<file path="src/rtl/pc_fetch_if.sv">
// ---------------------------------------------------------------------------
// pc_fetch_if
//
// Purpose: groups the fetch-control inputs and the PC/status outputs of
// pc_fetch_unit into one bundle, so the control path that drives the fetch
// unit and the consumer of its PC can be wired with a single connection.
//
// Signals (directions as seen by the fetch unit, i.e. the slave modport):
//   stall          in   hold PC for this cycle
//   branch_taken   in   conditional branch resolved taken this cycle
//   branch_target  in   [31:0] branch destination byte address
//   jump           in   unconditional jump this cycle
//   jump_target    in   [31:0] jump destination byte address
//   halt_req       in   request to stop fetching
//   resume         in   leave HALT
//   pc             out  [31:0] current instruction byte address (registered)
//   pc_plus4       out  [31:0] pc + 4, modulo 2^32
//   fetch_valid    out  instruction at pc is to be executed this cycle
//   halted         out  high while in HALT
//   trap           out  one-cycle pulse after a misaligned redirect
//                       (only when PC_ALIGN_TRAP_EN is defined)
//
// Handshake: there is no valid/ready pair here. Control inputs are sampled on
// every rising clock edge; pc is meaningful every cycle and fetch_valid
// qualifies it as an instruction that must actually be executed.
//
// Optional feature macro: PC_ALIGN_TRAP_EN (adds the trap signal).
// ---------------------------------------------------------------------------
interface pc_fetch_if;
  logic        stall;
  logic        branch_taken;
  logic [31:0] branch_target;
  logic        jump;
  logic [31:0] jump_target;
  logic        halt_req;
  logic        resume;
  logic [31:0] pc;
  logic [31:0] pc_plus4;
  logic        fetch_valid;
  logic        halted;
`ifdef PC_ALIGN_TRAP_EN
  logic        trap;
`endif

  // Control side: drives the sequencing requests, observes the PC.
  modport master (
    output stall,
    output branch_taken,
    output branch_target,
    output jump,
    output jump_target,
    output halt_req,
    output resume,
    input  pc,
    input  pc_plus4,
    input  fetch_valid,
`ifdef PC_ALIGN_TRAP_EN
    input  trap,
`endif
    input  halted
  );

  // Fetch unit side.
  modport slave (
    input  stall,
    input  branch_taken,
    input  branch_target,
    input  jump,
    input  jump_target,
    input  halt_req,
    input  resume,
    output pc,
    output pc_plus4,
    output fetch_valid,
`ifdef PC_ALIGN_TRAP_EN
    output trap,
`endif
    output halted
  );
endinterface

</file>
<file path="src/rtl/pc_fetch_unit.sv">
// ---------------------------------------------------------------------------
// pc_fetch_unit
//
// Purpose: program-counter register and next-PC sequencer for the
// single-cycle CPU fetch path. Each cycle the next PC is chosen from
// sequential +4, jump target, branch target or hold. A three-state
// BOOT/RUN/HALT machine decides when the fetched instruction is meaningful
// (fetch_valid) and when the core is parked (halted).
//
// Ports:
//   clk      in   system clock, all state updates on the rising edge
//   reset    in   asynchronous, active-high reset
//   bus      pc_fetch_if.slave  control inputs and PC/status outputs
//   state_o  out  [1:0] current FSM state, for debug/observation
//
// Parameters:
//   RESET_VECTOR  PC loaded on reset (must be word aligned)
//   TRAP_VECTOR   PC loaded on a misaligned redirect (optional feature only)
//
// Optional feature macro: PC_ALIGN_TRAP_EN
//   defined   : a redirect to a target with [1:0] != 0 loads TRAP_VECTOR and
//               pulses bus.trap for one cycle.
//   undefined : target[1:0] are silently cleared; no trap signal exists.
// ---------------------------------------------------------------------------
module pc_fetch_unit #(
  parameter logic [31:0] RESET_VECTOR = 32'h0000_0000,
  parameter logic [31:0] TRAP_VECTOR  = 32'h0000_0040
) (
  input  logic       clk,
  input  logic       reset,
  pc_fetch_if.slave  bus,
  output logic [1:0] state_o
);

  // FSM encoding.
  localparam logic [1:0] ST_BOOT = 2'd0;
  localparam logic [1:0] ST_RUN  = 2'd1;
  localparam logic [1:0] ST_HALT = 2'd2;

  logic [1:0]  state_q, state_d;
  logic [31:0] pc_q, pc_d;
  logic [31:0] pc_plus4;

  // Redirect selection: jump beats branch; the result is only used when
  // redirect_req is set.
  logic        redirect_req;
  logic [31:0] redirect_raw;
  logic [31:0] redirect_pc;
  logic        redirect_trap;

  assign pc_plus4     = pc_q + 32'd4;
  assign redirect_req = bus.jump | bus.branch_taken;
  assign redirect_raw = bus.jump ? bus.jump_target : bus.branch_target;

`ifdef PC_ALIGN_TRAP_EN
  logic trap_q, trap_d;

  // A misaligned winning target is replaced by the trap vector instead of
  // being fetched.
  always_comb begin
    redirect_trap = (redirect_raw[1:0] != 2'b00);
    redirect_pc   = redirect_trap ? TRAP_VECTOR : redirect_raw;
  end
`else
  // Without the trap feature the low address bits are simply dropped.
  always_comb begin
    redirect_trap = 1'b0;
    redirect_pc   = redirect_raw & 32'hFFFF_FFFC;
  end

  // TRAP_VECTOR has no role in this build.
  logic unused_trap_vector;
  assign unused_trap_vector = ^TRAP_VECTOR;
`endif

  // Next-state / next-PC logic.
  always_comb begin
    state_d = state_q;
    pc_d    = pc_q;
`ifdef PC_ALIGN_TRAP_EN
    trap_d  = 1'b0;
`endif
    case (state_q)
      ST_BOOT: begin
        // One settling cycle after reset; inputs are ignored.
        state_d = ST_RUN;
      end
      ST_RUN: begin
        if (bus.halt_req) begin
          // Halt wins over any redirect in the same cycle; PC is frozen.
          state_d = ST_HALT;
        end else if (redirect_req) begin
          // A redirect overrides stall and flushes the stalled fetch.
          pc_d = redirect_pc;
`ifdef PC_ALIGN_TRAP_EN
          trap_d = redirect_trap;
`endif
        end else if (!bus.stall) begin
          pc_d = pc_plus4;
        end
      end
      ST_HALT: begin
        // halt_req held alongside resume keeps the unit parked.
        if (bus.resume && !bus.halt_req) begin
          state_d = ST_RUN;
        end
      end
      default: begin
        state_d = ST_BOOT;
        pc_d    = RESET_VECTOR;
      end
    endcase
  end

  always_ff @(posedge clk or posedge reset) begin
    if (reset) begin
      state_q <= ST_BOOT;
      pc_q    <= RESET_VECTOR;
    end else begin
      state_q <= state_d;
      pc_q    <= pc_d;
    end
  end

`ifdef PC_ALIGN_TRAP_EN
  always_ff @(posedge clk or posedge reset) begin
    if (reset) begin
      trap_q <= 1'b0;
    end else begin
      trap_q <= trap_d;
    end
  end

  assign bus.trap = trap_q;
`else
  // redirect_trap is constant zero in this build.
  logic unused_redirect_trap;
  assign unused_redirect_trap = redirect_trap;
`endif

  // Outputs. fetch_valid follows stall combinationally in RUN so a stalled
  // cycle never issues the instruction at the held pc.
  assign bus.pc          = pc_q;
  assign bus.pc_plus4    = pc_plus4;
  assign bus.fetch_valid = (state_q == ST_RUN) && !bus.stall;
  assign bus.halted      = (state_q == ST_HALT);
  assign state_o         = state_q;

endmodule
</file>
<file path="src/flat_wrapper.sv">
// flat-port wrapper written by rule: the top's interface ports become plain ports
module pc_fetch_unit_flat 
#(
  parameter logic [31:0] RESET_VECTOR = 32'h0000_0000,
  parameter logic [31:0] TRAP_VECTOR  = 32'h0000_0040
)
  (clk, reset, state_o, bus_stall, bus_branch_taken, bus_branch_target, bus_jump, bus_jump_target, bus_halt_req, bus_resume, bus_pc, bus_pc_plus4, bus_fetch_valid, bus_halted);
  pc_fetch_if bus_i ();
  input  logic clk;
  input  logic reset;
  output logic [1:0] state_o;
  input wire logic [$bits(bus_i.stall)-1:0] bus_stall;
  input wire logic [$bits(bus_i.branch_taken)-1:0] bus_branch_taken;
  input wire logic [$bits(bus_i.branch_target)-1:0] bus_branch_target;
  input wire logic [$bits(bus_i.jump)-1:0] bus_jump;
  input wire logic [$bits(bus_i.jump_target)-1:0] bus_jump_target;
  input wire logic [$bits(bus_i.halt_req)-1:0] bus_halt_req;
  input wire logic [$bits(bus_i.resume)-1:0] bus_resume;
  output wire logic [$bits(bus_i.pc)-1:0] bus_pc;
  output wire logic [$bits(bus_i.pc_plus4)-1:0] bus_pc_plus4;
  output wire logic [$bits(bus_i.fetch_valid)-1:0] bus_fetch_valid;
  output wire logic [$bits(bus_i.halted)-1:0] bus_halted;
  assign bus_i.stall = bus_stall;
  assign bus_i.branch_taken = bus_branch_taken;
  assign bus_i.branch_target = bus_branch_target;
  assign bus_i.jump = bus_jump;
  assign bus_i.jump_target = bus_jump_target;
  assign bus_i.halt_req = bus_halt_req;
  assign bus_i.resume = bus_resume;
  assign bus_pc = bus_i.pc;
  assign bus_pc_plus4 = bus_i.pc_plus4;
  assign bus_fetch_valid = bus_i.fetch_valid;
  assign bus_halted = bus_i.halted;
  pc_fetch_unit #(.RESET_VECTOR(RESET_VECTOR), .TRAP_VECTOR(TRAP_VECTOR)) u_core (.clk(clk), .reset(reset), .bus(bus_i), .state_o(state_o));
endmodule
</file>
<file path="config.mk">
export PLATFORM = sky130hd
export DESIGN_NAME = pc_fetch_unit_flat
export DESIGN_NICKNAME = d
export VERILOG_FILES = /design/src/rtl/pc_fetch_if.sv /design/src/rtl/pc_fetch_unit.sv /design/src/flat_wrapper.sv
export SDC_FILE = /design/constraint.sdc
export NUM_CORES = 1
export LEC_CHECK = 0
export BUFFER_PORTS_ARGS = -buffer_cell sky130_fd_sc_hd__buf_2
export CAP_MARGIN = 20
export CORE_MARGIN = 2
export CORE_UTILIZATION = 30
export CTS_BUF_LIST = sky130_fd_sc_hd__clkbuf_4 sky130_fd_sc_hd__clkbuf_8
export CTS_CLUSTER_DIAMETER = 60
export CTS_CLUSTER_SIZE = 8
export DETAILED_ROUTE_END_ITERATION = 8
export PLACE_DENSITY_LB_ADDON = 0.08
export SLEW_MARGIN = 25
export SYNTH_ARGS = -nofsm -noshare
export SYNTH_HDL_FRONTEND = slang
export SYNTH_SLANG_ARGS = --single-unit
</file>
<file path="constraint.sdc">
create_clock -name clk -period 2.2 [get_ports clk]
set_clock_uncertainty 0.15 [all_clocks]
set_input_delay 0.11 -clock clk [delete_from_list [all_inputs] [get_ports clk]]
set_output_delay 0.11 -clock clk [all_outputs]
set_load 0.01 [all_outputs]
</file>
Yosys cells after proc, flatten, opt, wreduce, memory -nomap -nowiden
Index checks and enable logic that the tools add are counted.
{"block": "word_totals", "inputBits": 71, "ff_bits": 34, "elab_cells": 27}
{"block": "classes", "n_eq_ne": 6, "addsub": 1, "reduce_logical": 8, "n_bitwise": 2, "mux": 8}
{"operator": "$mux 32", "count": 4}
{"operator": "$pmux 32 s2", "count": 1}
{"operator": "$add 32x3->32 const B", "count": 1}
{"operator": "$pmux 2 s3", "count": 1}
{"operator": "$mux 2", "count": 2}
{"operator": "$ne 2x2->1 const B", "count": 2}
{"operator": "$ne 3x2->1 const B", "count": 1}
{"operator": "$reduce_and 3->1", "count": 1}
{"operator": "$eq 2x1->1 const B", "count": 1}
{"operator": "$eq 2x2->1 const B", "count": 1}
{"operator": "$logic_and 1x1->1", "count": 2}
{"operator": "$logic_not 1->1", "count": 2}
{"operator": "$logic_not 2->1", "count": 1}
{"operator": "$ne 2x1->1 const B", "count": 1}
{"operator": "$reduce_and 2->1", "count": 1}
{"operator": "$reduce_or 2->1", "count": 1}
{"operator": "$not 1->1", "count": 1}
{"operator": "$or 1x1->1", "count": 1}

Logic depth before layout (Yosys ltp)
Gate-level depths: netlist of run 1.
{"block": "logic_depth", "word_depth": 5, "mapped_depth": 8, "depth_no_buf": 6}

Least setup slack after synthesis of run 1
No wires, ideal clock.
{"block": "synth_path", "kind": "register -> register", "start": "reg u_core.pc_q[6], in the netlist u_core.bus.pc[6]", "end": "reg u_core.pc_q[23], in the netlist u_core.bus.pc[23]", "synth_period_minus_slack_ns": 2.128, "t_arrival_ns": 1.852, "required_time_ns": 1.924, "path_stages_with_launch": 7, "setup_slack_ns": 0.072, "n_path_buf": 1, "cell_sequence": "dfrtp_1 clkbuf_2 nand4_4 nor4_4 nand4_1 xnor2_1 a221o_1"}
{"block": "synth_via", "elab_chain_len": 5}
{"element": "start: declaration", "line_no": "pc_fetch_unit.sv:41", "rtl": "logic [31:0] pc_q, pc_d;"}
{"element": "start signal: assignment", "line_no": "pc_fetch_unit.sv:121", "rtl": "pc_q <= pc_d;"}
{"element": "$add 32x3->32", "line_no": "pc_fetch_unit.sv:51", "rtl": "assign pc_plus4 = pc_q + 32'd4;"}
{"element": "net bus_pc_plus4[23]", "line_no": "flat_wrapper.sv:20", "rtl": "output wire logic [$bits(bus_i.pc_plus4)-1:0] bus_pc_plus4;"}
{"element": "$mux 32", "line_no": "pc_fetch_unit.sv:98", "rtl": "end else if (!bus.stall) begin"}
{"element": "$mux 32", "line_no": "pc_fetch_unit.sv:92", "rtl": "end else if (redirect_req) begin"}
{"element": "$mux 32", "line_no": "pc_fetch_unit.sv:89", "rtl": "if (bus.halt_req) begin"}
{"element": "$pmux 32 s2", "line_no": "pc_fetch_unit.sv:83", "rtl": "case (state_q)"}
The timed path passes the listed nets, and every way through them passes these cells. The select of a mux whose other input is x is not followed.
A chain may end at the register's enable or synchronous reset.

Final worst setup path of run 1
{"block": "layout_path", "start": "reg u_core.pc_q[12], in the netlist u_core.bus.pc[12]", "end": "out bus_pc_plus4[31]"}
{"block": "layout_via", "elab_chain_len": 1}
{"element": "$add 32x3->32", "line_no": "pc_fetch_unit.sv:51"}
{"element": "end: declaration", "line_no": "flat_wrapper.sv:20"}
Every way passes these cells.

==> results.yml, run 1 <==
power_and_ir_drop:
  swShare_pct: 45.5
  power.share.combinational_pct: 57.5
  switching_power_mw: 1.84
  p_int_mw: 2.21
  clkPwrFrac_pct: 12.3
  irDropWorstVdd_mv: 0.346
  seq_power_share_pct: 30.2
  powerDensity_nw_per_um2: 1030
  power_leakage_nw: 1.99
global_route:
  grt-ovfl-total: 0
  grt_pass1_vias: 2967
  antenna_found_initial: 0
  grt_max_degree: 36
  grt.total_usage_pct: 20.1
  grt_pass1_wl_um: 15400
clock_tree:
  clkLatencyLatePin_ps: 290
  cts_tree: "built"
  cts_buffers: 5
  clockBufferDepth: 2
  htreeDepth: 2
  cts_sinks: 32
  cts_root_buffer: "clkbuf_8"
  path_clk_slew_ps: 60
detailed_routing:
  wl_per_cell_um: 16.5
  ant_nets: 0
  drc: 0
  drt_iter0_markers: 153
  vias: 3085
  firstDrtPassIters: 4
  finalWirelength_um: 9800
  via_per_inst: 5.20
placement:
  placed_area_sq_um: 3470
  io_buffers: 130
  place_ws_ps: 135
  dpl.hpwl_um: 6870
  gp_congestion: 0.798
finish:
  final_util_pct: 47.6
  layout_common_cells: "buf_2, buf_4, nor2_1"
  syn_to_final_growth_pct: 52.5
  final_common_cell: "buf_2"
  antenna_cells: 0
  finalNetCount: 560
  drive_gt1_share_pct: 43.9
  fin_area_sq_um: 3930
sta:
  finalSetupTns_ps: -19.8
  hold_viol: 0
  finalSetupViolations: 2
  slew_viol_final: 0
  rsz0062_at_grt: "true"
  finalCritPeriodShare_pct: 101
  fin_crit_ps: 2220
  fmax_mhz: 451
  setup_ws_ps: -16.8
critical_path:
  crit_chain: "buf_6, nand4_1, nor4_4, buf_6, nand4_1, xnor2_1, buf_2"
  max_stage_delay_ps: 410
  required_ps: 1940
  cp_max_fo: 6
  critPathArrivalTime_ps: 1960
  cp-start-kind: "register"
  crit_slowest_cell: "dfrtp_1"
  end_kind: "primary output"
  critPathKind: "register to primary output"
synthesis:
  synth_fa_ha_area_share_pct: 0.486
  syn_inst: 317
  synth_compound_area_share_pct: 25.7
  synth_area_leaders: "dfrtp_1, xnor2_1, nor2_1, o21ai_0, a22oi_1"
  yosys_register_bits: 32
  synth_top_family_by_area: "compound AO/OA/AOI/OAI gates"
  synth.area.mux_share_pct: 1.94
  ys_types: 49
  ys.warnings.count: 0
  yosysSeqAreaShare_pct: 31.1
  synth_area_leader_cell: "dfrtp_1"
  synth_top_area_share_pct: 31.1
  mappedNetlistArea_sq_um: 2580
  syn_avg_cell_area_sq_um: 8.13
  synth_ff_type: "dfrtp_1"
  yosys.area_share.simple_pct: 24.3
  synth_edf_count: 0
  async_flop_share_pct: 100
  synthXorXnorAreaFrac_pct: 9.52
floorplanning:
  core-area_sq_um: 8260
  row_count: 33
  start_util_pct: 31.2
  dieArea_sq_um: 9350
  io_pins: 139
  die_y_um: 96.7
  die_w_um: 96.7
run_status:
  status: "finished, violations left"
  violations: "negative setup slack"
job:
  cap_violations: 0
min_path:
  holdCritPathClass: "input pin to register"
final cells by class:
type / instances / area [sq um]
Sequential cell: 32 / 811
Inverter: 12 / 45.0
Fill cell: 841 / 4330
Multi-Input combinational cell: 249 / 1730
Tap cell: 105 / 131
Timing Repair Buffer: 188 / 1120
Clock buffer: 7 / 96.3
cells in the mapped netlist, types with 2 or more instances:
cell type,count
xnor2_1,20
nand4_2,2
nand4_1,7
a22o_1,3
nor2b_1,3
and3_1,6
buf_4,6
a21oi_1,13
a21o_1,2
o221ai_1,2
dfrtp_1,32
nor2_1,38
nand2b_1,2
xor2_1,8
a22oi_1,15
clkbuf_2,3
o22ai_1,4
a32oi_1,3
a211o_1,3
nor3_1,8
a221o_1,4
nand3_1,22
o21ai_0,25
o31ai_1,4
nand2_1,16
buf_2,3
or3_1,3
inv_1,12
clkbuf_1,14
nor4_4,2
a221oi_1,4
mux2i_1,5
a31oi_1,4
o32a_1,4
state kept, by name, indices dropped and copies added (netlist names):
register        cells
u_core.bus.pc      30
u_core.state_o      2
power by group through the flow:
stage | Sequential, mW | Combinational [mW] | Clock (mW)
floorplan | 1.30 | 1.04 | 0
global placement | 1.20 | 2.15 | 0
detailed placement | 1.21 | 2.15 | 0
CTS | 1.22 | 2.21 | 0.512
global route | 1.27 | 2.55 | 0.534
finish | 1.22 | 2.33 | 0.498
metrics by stage:
stage	total power, mW	hold WS, ps	instances
2_1_floorplan	2.34	59.0	320
3_3_place_gp	3.35	84.2	558
3_5_place_dp	3.36	82.4	558
4_1_cts	3.94	1.77	583
5_1_grt	4.36	4.46	593
6_report	4.05	6.32	593
cell families after synthesis:
group           count (synthesis)
flops                          32
xor+xnor                       28
compound gates                 97
fa+ha+maj                       1
other cells                     1
mux                             5
buf+inv                        39
simple gates                  114
critical path: cells and delay by family, from the launching register on:
family,cells,cell delay (ps)
XOR/XNOR,1,200
buffers and inverters,3,450
AND/OR/NAND/NOR,3,610
flip-flops,1,410
per-layer routing:
metal	up-vias	global-route usage, %	wire length [um]
li1	1506	-	-
met1	1471	26.4	4480
met2	100	33.8	4650
met3	8	4.12	574
met4	0	4.98	104
met5	-	0	0
worst paths after layout:
check	from	to	slack (ps)	cells past startpoint
setup reg to reg	u_core.bus.pc[12]$_DFFE_PP0P_	u_core.bus.pc[31]$_DFFE_PP0P_	40	8
hold / removal	bus_resume	u_core.state_o[1]$_DFFE_PP0P_	6	3
setup / recovery	u_core.bus.pc[12]$_DFFE_PP0P_	bus_pc_plus4[31]	-20	7
min in group asynchronous	reset	u_core.bus.pc[3]$_DFFE_PP0P_	310	4
max in group asynchronous	reset	u_core.bus.pc[11]$_DFFE_PP0P_	1250	4
hold reg to reg	u_core.bus.pc[5]$_DFFE_PP0P_	u_core.bus.pc[5]$_DFFE_PP0P_	400	2
what timing repair did:
item,4_1_cts,5_1_grt
gates resized for setup,10,22
cloned,0,1
endpoints found under the hold margin,44,0
pin swaps,6,9
setup buffers,6,9
endpoints found under the setup margin,15,19
hold buffers,12,0
Note: power is estimated with default switching activity, not from simulation.
==> run 2, diff against run 1 <==
--- a/config.mk
+++ b/config.mk
@@ -5,6 +5,7 @@
 export SDC_FILE = /design/constraint.sdc
 export NUM_CORES = 1
 export LEC_CHECK = 0
+export ABC_AREA = 1
 export BUFFER_PORTS_ARGS = -buffer_cell sky130_fd_sc_hd__buf_2
 export CAP_MARGIN = 20
 export CORE_MARGIN = 2
==> constraint.sdc (replaced) <==
create_clock -name clk -period 2.8 [get_ports clk]
set_clock_uncertainty 0.15 [all_clocks]
set_input_delay 0.14 -clock clk [delete_from_list [all_inputs] [get_ports clk]]
set_output_delay 0.14 -clock clk [all_outputs]
set_load 0.01 [all_outputs]
==> run 2 against run 1 <==
Compared with the run above:
- combinational power shrank 26%
- sequential cell count unchanged
- clock power decreased by 22%
- global-route usage is 1.9 points lower
- the run now ends clean
- largest cell class unchanged
- power fell by 21%
- critical path type unchanged
- sequential share of layout area rose by 1.5 points
- via count decreased by 2.6%
- highest routed layer unchanged
- worst setup slack better by 630 ps
==> results.yml, run 2 <==
synthesis:
  synth_edf_count: 0
  synth_area_leaders: "dfrtp_1, nand2_1, a22oi_1, nor2_1, inv_1"
  mappedNetlistArea_sq_um: 2730
  yosysMostFrequentCell: "nand2_1"
  yosys_register_bits: 32
  syn_inst: 423
  syn_avg_cell_area_sq_um: 6.45
  ys_types: 30
  ys.warnings.count: 0
  async_flop_share_pct: 100
  synthTopCellsByCount: "nand2_1, nor2_1, dfrtp_1"
  synth_ff_type: "dfrtp_1"
  yosysSeqAreaShare_pct: 29.4
  synth_area_leader_cell: "dfrtp_1"
  synth_top_area_share_pct: 29.4
power_and_ir_drop:
  power_mw: 3.19
  clkPwrFrac_pct: 12.2
  seq_power_share_pct: 33.4
  power.share.combinational_pct: 54.4
  irDropWorstVdd_mv: 0.388
  power_leakage_nw: 2.01
  swShare_pct: 49.3
  powerDensity_nw_per_um2: 882
  p_int_mw: 1.62
  switching_power_mw: 1.57
finish:
  fillers: 960
  antenna_cells: 0
  drive_gt1_share_pct: 31.3
  syn_to_final_growth_pct: 32.5
  finalNetCount: 628
  layout_common_cells: "nand2_1, buf_2, nor2_1"
  largest_reg_flops: 30
  final_common_cell: "nand2_1"
  fin_area_sq_um: 3610
clock_tree:
  cts_buffers: 5
  path_clk_slew_ps: 70
  clkLatencyLatePin_ps: 280
  cts_tree: "built"
  htreeDepth: 2
  clockBufferDepth: 2
  cts_setup_buffers: 0
  cts_sinks: 32
  cts_root_buffer: "clkbuf_8"
critical_path:
  cp-start-kind: "register"
  cp_top_family: "simple AND/OR/NAND/NOR gates"
  crit_chain: "ha_1, nand2_2, nor2_4, nand2_4, nor2_8, nand3_1, and2_1, buf_2"
  required_ps: 2510
  path_depth: 8
  critPathArrivalTime_ps: 1900
  crit_end: "bus_pc_plus4[26]"
  end_kind: "primary output"
  critPathKind: "register to primary output"
  worst-path-buf-inv: 1
  reg2reg_to: "u_core.bus.pc[20]$_DFFE_PP0P_"
  r2r-start: "u_core.bus.pc[2]$_DFFE_PP0P_"
  max_stage_delay_ps: 410
  cp_max_fo: 5
  rr_worst_depth: 12
  rrSetupSlack_ps: 910
  crit_slowest_cell: "dfrtp_1"
  cp-startpoint: "u_core.bus.pc[2]$_DFFE_PP0P_"
global_route:
  grt_pass1_vias: 2924
  grt-ovfl-total: 0
  antenna_found_initial: 0
  grt.total_usage_pct: 18.1
  grt_pass1_wl_um: 14400
  grt_max_degree: 30
detailed_routing:
  finalWirelength_um: 8710
  wl_per_cell_um: 13.1
  firstDrtPassIters: 4
  ant_nets: 0
  via_per_inst: 4.53
  vias: 3006
  drt_iter0_markers: 98
  drc: 0
run_status:
  status: "complete, no violations"
sta:
  fin_crit_ps: 2190
  slew_headroom_pct: 55.2
  worstMarginPinSlew_ps: 672
  hold_viol: 0
  slew_viol_final: 0
  rsz0062_at_grt: "false"
  finalCritPeriodShare_pct: 78.2
  finalSetupTns_ps: 0
  finalSetupViolations: 0
  fmax_mhz: 456
floorplanning:
  dieArea_sq_um: 9870
  row_count: 34
  io_pins: 139
  die_y_um: 99.3
  start_util_pct: 31.1
  core-area_sq_um: 8760
  die_w_um: 99.3
placement:
  io_buffers: 130
  placed_area_sq_um: 3480
  gp_congestion: 0.840
  dpl.hpwl_um: 6900
job:
  cap_violations: 0
min_path:
  holdCritPathClass: "input pin to register"
  min_path_cells: 5
==> run 2: per-stage QoR <==
step / hold slack (ps) / utilization [%] / instances / setup slack, ps
2_1_floorplan: 99.1 / - / 426 / 1010
3_3_place_gp: 123 / 39.7 / 653 / 912
3_5_place_dp: 130 / 39.7 / 653 / 921
4_1_cts: 6.52 / 41.2 / 664 / 592
5_1_grt: 26.5 / 41.2 / 664 / 435
6_report: 11.9 / 41.2 / 664 / 609
==> run 2: logic make-up (layout without fill, tap and decap cells) <==
family,count (synthesis),in the layout,share of synthesized area [%]
compound gates,39,39,10.0
flops,32,32,29.4
other cells,1,4,0.138
xor+xnor,13,13,5.83
fa+ha+maj,1,1,0.459
simple gates,291,291,46.6
buf+inv,46,176,7.57
==> run 2: power by group through the flow <==
| stage | Combinational (mW) | Clock [mW] | Sequential [mW] |
|---|---|---|---|
| floorplan | 0.960 | 0 | 1.10 |
| global placement | 1.74 | 0 | 1.08 |
| detailed placement | 1.76 | 0 | 1.07 |
| CTS | 1.76 | 0.407 | 1.07 |
| global route | 1.94 | 0.426 | 1.13 |
| finish | 1.73 | 0.389 | 1.06 |
==> run 2: worst min-delay path by stage <==
stage | slack (ps) | startpoint | endpoint
after floorplan | 100 | bus_halt_req | u_core.state_o[0]$_DFFE_PP0P_
after global placement | 120 | reset | u_core.bus.pc[31]$_DFFE_PP0P_
after detailed placement | 130 | reset | u_core.bus.pc[26]$_DFFE_PP0P_
after CTS | 7 | bus_jump_target[10] | u_core.bus.pc[10]$_DFFE_PP0P_
after global routing | 30 | bus_branch_target[28] | u_core.bus.pc[28]$_DFFE_PP0P_
final | 10 | bus_branch_target[21] | u_core.bus.pc[21]$_DFFE_PP0P_
==> run 2: timing repair <==
| action | 4_1_cts | 5_1_grt |
|---|---|---|
| gates resized for setup | 0 | 0 |
| hold endpoints to repair | 19 | 0 |
| hold buffers | 4 | 0 |
==> run 2: metal layers <==
metal  global-route usage (%)  share of wire (%)  up-vias  routed length (um)
met1                     25.6                 47     1330                4130
met5                        0                  0        -                   0
met3                     3.23                6.7        6                 587
met4                     2.85               0.72        0                  63
li1                         -                  -     1582                   -
met2                     29.6                 45       88                3930
==> run 2: cell type report <==
cell class | instances | area [sq um] | share of cell area [%]
sequential | 32 | 801 | 22.2
multi-input combinational | 348 | 1730 | 48.0
inverter | 28 | 105 | 2.91
timing repair buffer | 141 | 743 | 20.6
tap | 108 | 135 | 3.74
clock buffer | 7 | 96.3 | 2.67
==> run 2: worst reg2reg max path: cells and delay by family (launching register included) <==
| family | cells | cell delay, ps |
|---|---|---|
| flip-flops | 1 | 410 |
| AND/OR/NAND/NOR | 11 | 1000 |
| adder cells (fa/ha/maj) | 1 | 220 |
